===== config.mk =====
export PLATFORM = sky130hd
export DESIGN_NAME = btn_event_reader
export DESIGN_NICKNAME = d
export VERILOG_FILES = /design/src/rtl/btn_pkg.sv /design/src/rtl/btn_event_reader_sync_debounce.sv /design/src/rtl/btn_event_reader.sv
export SDC_FILE = /design/constraint.sdc
export NUM_CORES = 1
export LEC_CHECK = 0
export BUFFER_PORTS_ARGS = -buffer_cell sky130_fd_sc_hd__buf_2
export CAP_MARGIN = 10
export CORE_ASPECT_RATIO = 0.75
export CORE_MARGIN = 2
export CORE_UTILIZATION = 50
export CTS_CLUSTER_DIAMETER = 200
export DETAILED_ROUTE_END_ITERATION = 6
export PLACE_DENSITY = 0.66
export REMOVE_ABC_BUFFERS = 1
export SLEW_MARGIN = 20
export SYNTH_ARGS = -nofsm -noshare
export SYNTH_HDL_FRONTEND = slang
export SYNTH_SLANG_ARGS = --single-unit

===== constraint.sdc =====
create_clock -name clk -period 3.2 [get_ports clk]
set_clock_uncertainty 0.1 [all_clocks]
set_input_delay 0.64 -clock clk [delete_from_list [all_inputs] [get_ports clk]]
set_output_delay 0.64 -clock clk [all_outputs]
set_load 0.03 [all_outputs]

===== src/rtl/btn_pkg.sv =====
// btn_pkg: shared types and constants for the button event reader.
package btn_pkg;
  typedef enum logic [1:0] {IDLE, PRESSED, LONG} state_t;
  localparam int HISTORY_W = 6;
  localparam int COUNT_W = 8;
  localparam int DEBOUNCE_27M = 270000;
  localparam int LONG_27M = 27000000;
endpackage


===== src/rtl/btn_event_reader_sync_debounce.sv =====
// sync_debounce: two-flop synchroniser plus counter debouncer with registered edge strobes.
module sync_debounce
  import btn_pkg::*;
#(
  parameter int DEBOUNCE_CYCLES = DEBOUNCE_27M
) (
  input  logic clk,
  input  logic rst,
  input  logic btn_n,
  output logic level,
  output logic rise,
  output logic fall
);
  localparam int CW = $clog2(DEBOUNCE_CYCLES + 1);
  localparam logic [CW-1:0] CMAX = CW'(DEBOUNCE_CYCLES);
  logic [1:0] sync;
  logic [CW-1:0] cnt, cnt_inc;
  logic differ, flip;
  assign differ = ~sync[1] != level;
  assign cnt_inc = cnt + 1'b1;
  assign flip = differ && cnt_inc == CMAX;
  always_ff @(posedge clk) begin
    if (rst) begin
      sync <= 2'b11;
      cnt <= '0;
      level <= 1'b0;
      rise <= 1'b0;
      fall <= 1'b0;
    end else begin
      sync <= {sync[0], btn_n};
      cnt <= (differ && !flip) ? cnt_inc : '0;
      level <= level ^ flip;
      rise <= flip & ~level;
      fall <= flip & level;
    end
  end
endmodule


===== src/rtl/btn_event_reader.sv =====
// btn_event_reader: debounced button press classifier with event pulses, history and count.
module btn_event_reader
  import btn_pkg::*;
#(
  parameter int DEBOUNCE_CYCLES = DEBOUNCE_27M,
  parameter int LONG_CYCLES = LONG_27M
) (
  input  logic                 clk,
  input  logic                 rst,
  input  logic                 btn_n,
  output logic                 btn_level,
  output logic                 press_pulse,
  output logic                 long_pulse,
  output logic                 release_pulse,
  output logic [HISTORY_W-1:0] history,
  output logic [COUNT_W-1:0]   press_count
);
  localparam int HW = $clog2(LONG_CYCLES + 1);
  localparam logic [HW-1:0] HLAST = HW'(LONG_CYCLES - 1);
  state_t state, nxt;
  logic level, rise, fall, press_d, long_d, rel_d;
  logic [HW-1:0] hold;
  sync_debounce #(.DEBOUNCE_CYCLES(DEBOUNCE_CYCLES)) u_sd (
    .clk(clk), .rst(rst), .btn_n(btn_n), .level(level), .rise(rise), .fall(fall)
  );
  // Release is tested before the long threshold so a coincident release counts as short.
  always_comb begin
    nxt = state;
    press_d = 1'b0;
    long_d = 1'b0;
    rel_d = 1'b0;
    if (state == IDLE && rise) begin
      nxt = PRESSED;
      press_d = 1'b1;
    end else if (state != IDLE && fall) begin
      nxt = IDLE;
      rel_d = 1'b1;
    end else if (state == PRESSED && hold == HLAST) begin
      nxt = LONG;
      long_d = 1'b1;
    end
  end
  always_ff @(posedge clk) begin
    if (rst) begin
      state <= IDLE;
      hold <= '0;
      btn_level <= 1'b0;
      press_pulse <= 1'b0;
      long_pulse <= 1'b0;
      release_pulse <= 1'b0;
      history <= '0;
      press_count <= '0;
    end else begin
      state <= nxt;
      hold <= (state == PRESSED) ? hold + 1'b1 : '0;
      btn_level <= level;
      press_pulse <= press_d;
      long_pulse <= long_d;
      release_pulse <= rel_d;
      if (rel_d) begin
        history <= {history[HISTORY_W-2:0], state == LONG};
        press_count <= press_count + 1'b1;
      end
    end
  end
endmodule

[After elaboration in Yosys (flattened, before gate mapping)]
Index checks and enable logic that the tools add are counted.
Operators by class
  add/subtract/negate cells: 3
  bitwise logic cells: 7
  eq/ne operators: 5
  multiplexer cells: 7
  reductions and logical operators: 12
Operators by type and width (number)
  $add A25 B1 Y25 const B: 1
  $eq A25 B25 Y1 const B: 1
  $add A19 B1 Y19 const B: 1
  $eq A19 B19 Y1 const B: 1
  $add A8 B1 Y8 const B: 1
  $mux W1: 7
  $logic_and A1 B1 Y1: 5
  $not A1 Y1: 4
  $reduce_or A2 Y1: 2
  $reduce_bool A3 Y1: 1
  $reduce_or A3 Y1: 1
  $and A1 B1 Y1: 2
  $eq A2 B1 Y1 const B: 1
  $eq A2 B2 Y1 const B: 1
  $logic_not A2 Y1: 1
  $reduce_bool A2 Y1: 1
  $logic_not A1 Y1: 1
  $ne A1 B1 Y1: 1
  $xor A1 B1 Y1: 1
Word-level totals
  bits in registers: 69
  input bits: 3

[Depth between registers and ports, before layout]
  word-level depth: 7
  mapped depth: 9

[Hierarchy]
From an unflattened synthesis, not the netlist that was laid out.
Second synthesis, totals
  cell total of the unflattened synthesis: 377
  area, all modules: 3294.4 sq um
Modules (own cells, without submodules)
  btn_event_reader: times used 1, area each 1884.3 sq um, cells each 215
  sync_debounce: times used 1, area each 1410.1 sq um, cells each 162

[Worst setup path before layout]
No wires, ideal clock.
  path kind: register to register
  start: register u_sd.cnt[0]
  end: register u_sd.level
  path buffers: 0
  data required time: 3033 ps
  period minus slack after synthesis: 2413 ps
  path slack: 787 ps
  arrival time: 2246 ps
  cell stages (with the launch flop): 10
  cells stage by stage: dfxtp_1 > ha_1 > nand3_2 > nor2_2 > and4_1 > o211ai_2 > a2111oi_4 > nor2b_1 > ha_1 > nor2_1
On the way
  cells in the longest elaborated chain, start to end: 4
RTL lines
  start: declaration: line btn_event_reader_sync_debounce.sv:17  | logic [CW-1:0] cnt, cnt_inc;
  start signal: assignment: line btn_event_reader_sync_debounce.sv:31  | cnt <= (differ && !flip) ? cnt_inc : '0;
  $add A19 B1 Y19: line btn_event_reader_sync_debounce.sv:20  | assign cnt_inc = cnt + 1'b1;
  $eq A19 B19 Y1: line btn_event_reader_sync_debounce.sv:21  | assign flip = differ && cnt_inc == CMAX;
  $logic_and A1 B1 Y1: line btn_event_reader_sync_debounce.sv:21
  $xor A1 B1 Y1: line btn_event_reader_sync_debounce.sv:32  | level <= level ^ flip;
  end signal: assignment: line btn_event_reader_sync_debounce.sv:32
  end: declaration: line btn_event_reader_sync_debounce.sv:10  | output logic level,
Every way passes these cells.
A chain may end at the register's enable or synchronous reset.

[Worst setup path after layout]
Same ends and word-level chain as after synthesis.

==> results.toml <==
[grt]
grt_pass1_vias = 1994
grt_util_all_layers = 0.169
grt_overflow = 0
grt_max_degree = 28
grt_antenna_before_repair = 0
grt_pass1_wl_mm = 8.88

[cts]
post_cts_resized = 0
ctsRootBufferMaster = "clkbuf_8"
path_clk_slew_ps = 70
htreeDepth = 3
clk_path_buf_depth = 2
tritoncts = "built"
cts_buffers = 9
cts_num_sinks = 69
post-cts-setup-buffers = 0
holdBufCountCts = 0
insertion_delay_ps = 350

[worst_setup_path]
worstSetupStartpointType = "flop"
cp-end-kind = "flop"
crit_top_cell = "ha_1"
r2r_cells = 9
r2r_start = "u_sd.cnt[0]"
crit_fanout = 7
slowest_delay_ps = 470
worstPathRequired_ps = 3380
endpoint = "u_sd.level"
path_cells = "ha_1 > nand3_2 > nor2_2 > and4_1 > o211ai_2 > a2111oi_4 > nor2b_1 > ha_1 > nor2_1"
crit_path_top_delay_cell = "dfxtp_1"
cp-startpoint = "u_sd.cnt[0]"
rrSetupSlack_ps = 590
critical_path_class = "flop to flop"
critPathArrivalTime_ps = 2800
r2r_end = "u_sd.level"

[drt]
drt-pass1-iter-count = 4
drt-total-wl_mm = 5.22
drt_iter0_markers = 96
post_drt_via_cell_ratio = 5.12
vias = 2226
drc = 0
ant_nets = 0
wire_per_inst_microns = 12.0

[sta]
slew_headroom = 0.522
tns_ps = 0
finalCritPeriodShare = 0.817
final-setup-viol-count = 0
fin_ws_ps = 586
worst_slew_pin_slew_ps = 712
slew_violations = 0
max_freq_ghz = 0.383
fin_crit_ps = 2610
rsz0062_at_grt = "no"
hold_viol = 0

[yosys]
synth.area.top_cells = "dfxtp_1 46%, nor2_1 6.4%, xnor2_1 6.3%"
synth_cell_type_count = 43
synth_simple_gate_area_frac = 0.313
synth_edf_count = 0
synthAdderAreaFrac = 0.0206
yosys.area.top_type = "dfxtp_1"
ys_seq_area_frac = 0.455
synth_top_family_by_area = "simple AND/OR/NAND/NOR gates"
syn_area_sq_um = 3040
ys_ff_latch = 69
synth_xor_area_frac = 0.127
synth-compound-area-share = 0.0565
netlist_top_cells_count = "69 x dfxtp_1, 52 x nor2_1, 27 x nand2_1, 22 x xnor2_1, 22 x xor2_1"
ys.flop_type = "dfxtp_1"
synth_mux_area_frac = 0
yosys_warnings = 0
avgSynthCellArea_sq_um = 9.17
yosysMostFrequentCell = "dfxtp_1"
synthArstFlopShare = 0
postSynthCellCount = 331
synth_top_area_share = 0.455

[hold_path]
holdCritStartpoint = "u_sd.sync[0]"
hp-class = "flop to flop"

[power]
power_mw = 1.63
leakage_nw = 1.17
p_per_area_nw_per_um2 = 478
vdd_drop_max_mv = 0.225

[die]
io_pins = 21
rows = 24
start_util = 0.521
die_w_microns = 94.0
die_h_microns = 71.5
die_area_sq_um = 6720
core_sq_um = 5830

[place]
io_buffers = 20
dp_hpwl_mm = 3.50
gp_routability_congestion = 0.759
preCtsSetupSlack_ps = 583
post-place-cells = 420

[run]
drv_cap = 0

[finish]
num-fill-cells = 558
drive_above_1_share = 0.168
antennaDiodeCount = 0
area_delta_synth_final_pct = 12.4
fin_util = 0.585
nets = 361
fin_cells = 435

[status]
status = "finished clean"
-- cell usage in the layout, fill, tap and decap left out, drive strengths merged, types with 5 or more instances in the layout --
master  count
nor3b       5
buf        22
nand3      17
nor3       14
dfxtp      69
clkbuf      9
xor2       22
inv         9
and3        6
nor2b       5
nor4        6
xnor2      22
nand4      15
a21oi      12
o21ai       5
nand2      27
ha          5
nor2       54
-- power by group --
group	total, mW	leakage [nW]	internal [mW]	switching (mW)
Clock	0.761	0.101	0.434	0.327
Combinational	0.0104	0.515	0.00264	0.00776
Sequential	0.861	0.556	0.860	0.00118
-- worst max-delay path: cells and delay by family, from the launching register on --
family          cells  cell delay, ps
compound gates      2             480
simple gates        5             980
flops               1             470
fa+ha+maj           2             520
-- routing by layer --
layer | up-vias | share of wire | GRT usage
met5 | - | 0 | 0
met4 | 0 | 0.017 | 0.0676
met3 | 11 | 0.044 | 0.0641
met2 | 33 | 0.40 | 0.241
met1 | 1002 | 0.54 | 0.233
li1 | 1180 | - | -
-- sequential cells by signal (all words and copies together), names as in the netlist, 2 cells and up --
signal	count
history	6
hold	25
u_sd.cnt	19
state	2
press_count	8
u_sd.sync	2
-- how the worst min path moves through the flow --
stage,end,slack [ps],cells past startpoint
2_1_floorplan,u_sd.sync[1],290,1
3_3_place_gp,u_sd.sync[1],300,1
3_5_place_dp,u_sd.sync[1],310,1
4_1_cts,u_sd.sync[1],320,1
5_1_grt,u_sd.sync[1],340,1
6_report,u_sd.sync[1],310,1
-- logic make-up after synthesis --
| kind of cell | count (synthesis) |
|---|---|
| AND/OR/NAND/NOR | 168 |
| AO/OA/AOI/OAI | 25 |
| XOR/XNOR | 44 |
| buffers and inverters | 20 |
| adder cells (fa/ha/maj) | 5 |
| flip-flops | 69 |
-- cell type report --
class,count,area [sq um],area share
inverters,9,33.8,0.00990
clock buffers,9,124,0.0363
clock inverters,6,88.8,0.0260
multi-input cells,242,1570,0.460
well taps,78,97.6,0.0286
flip-flops and latches,69,1380,0.405
repair buffers,22,115,0.0337
-- stage by stage --
stage	hold WS [ps]	cell area (sq um)
after detailed placement	305	3200
final	312	3410
after floorplan	289	2990
after global placement	299	3200
after global routing	340	3410
after CTS	318	3410
No activity file was read; power rests on OpenSTA's default activity.
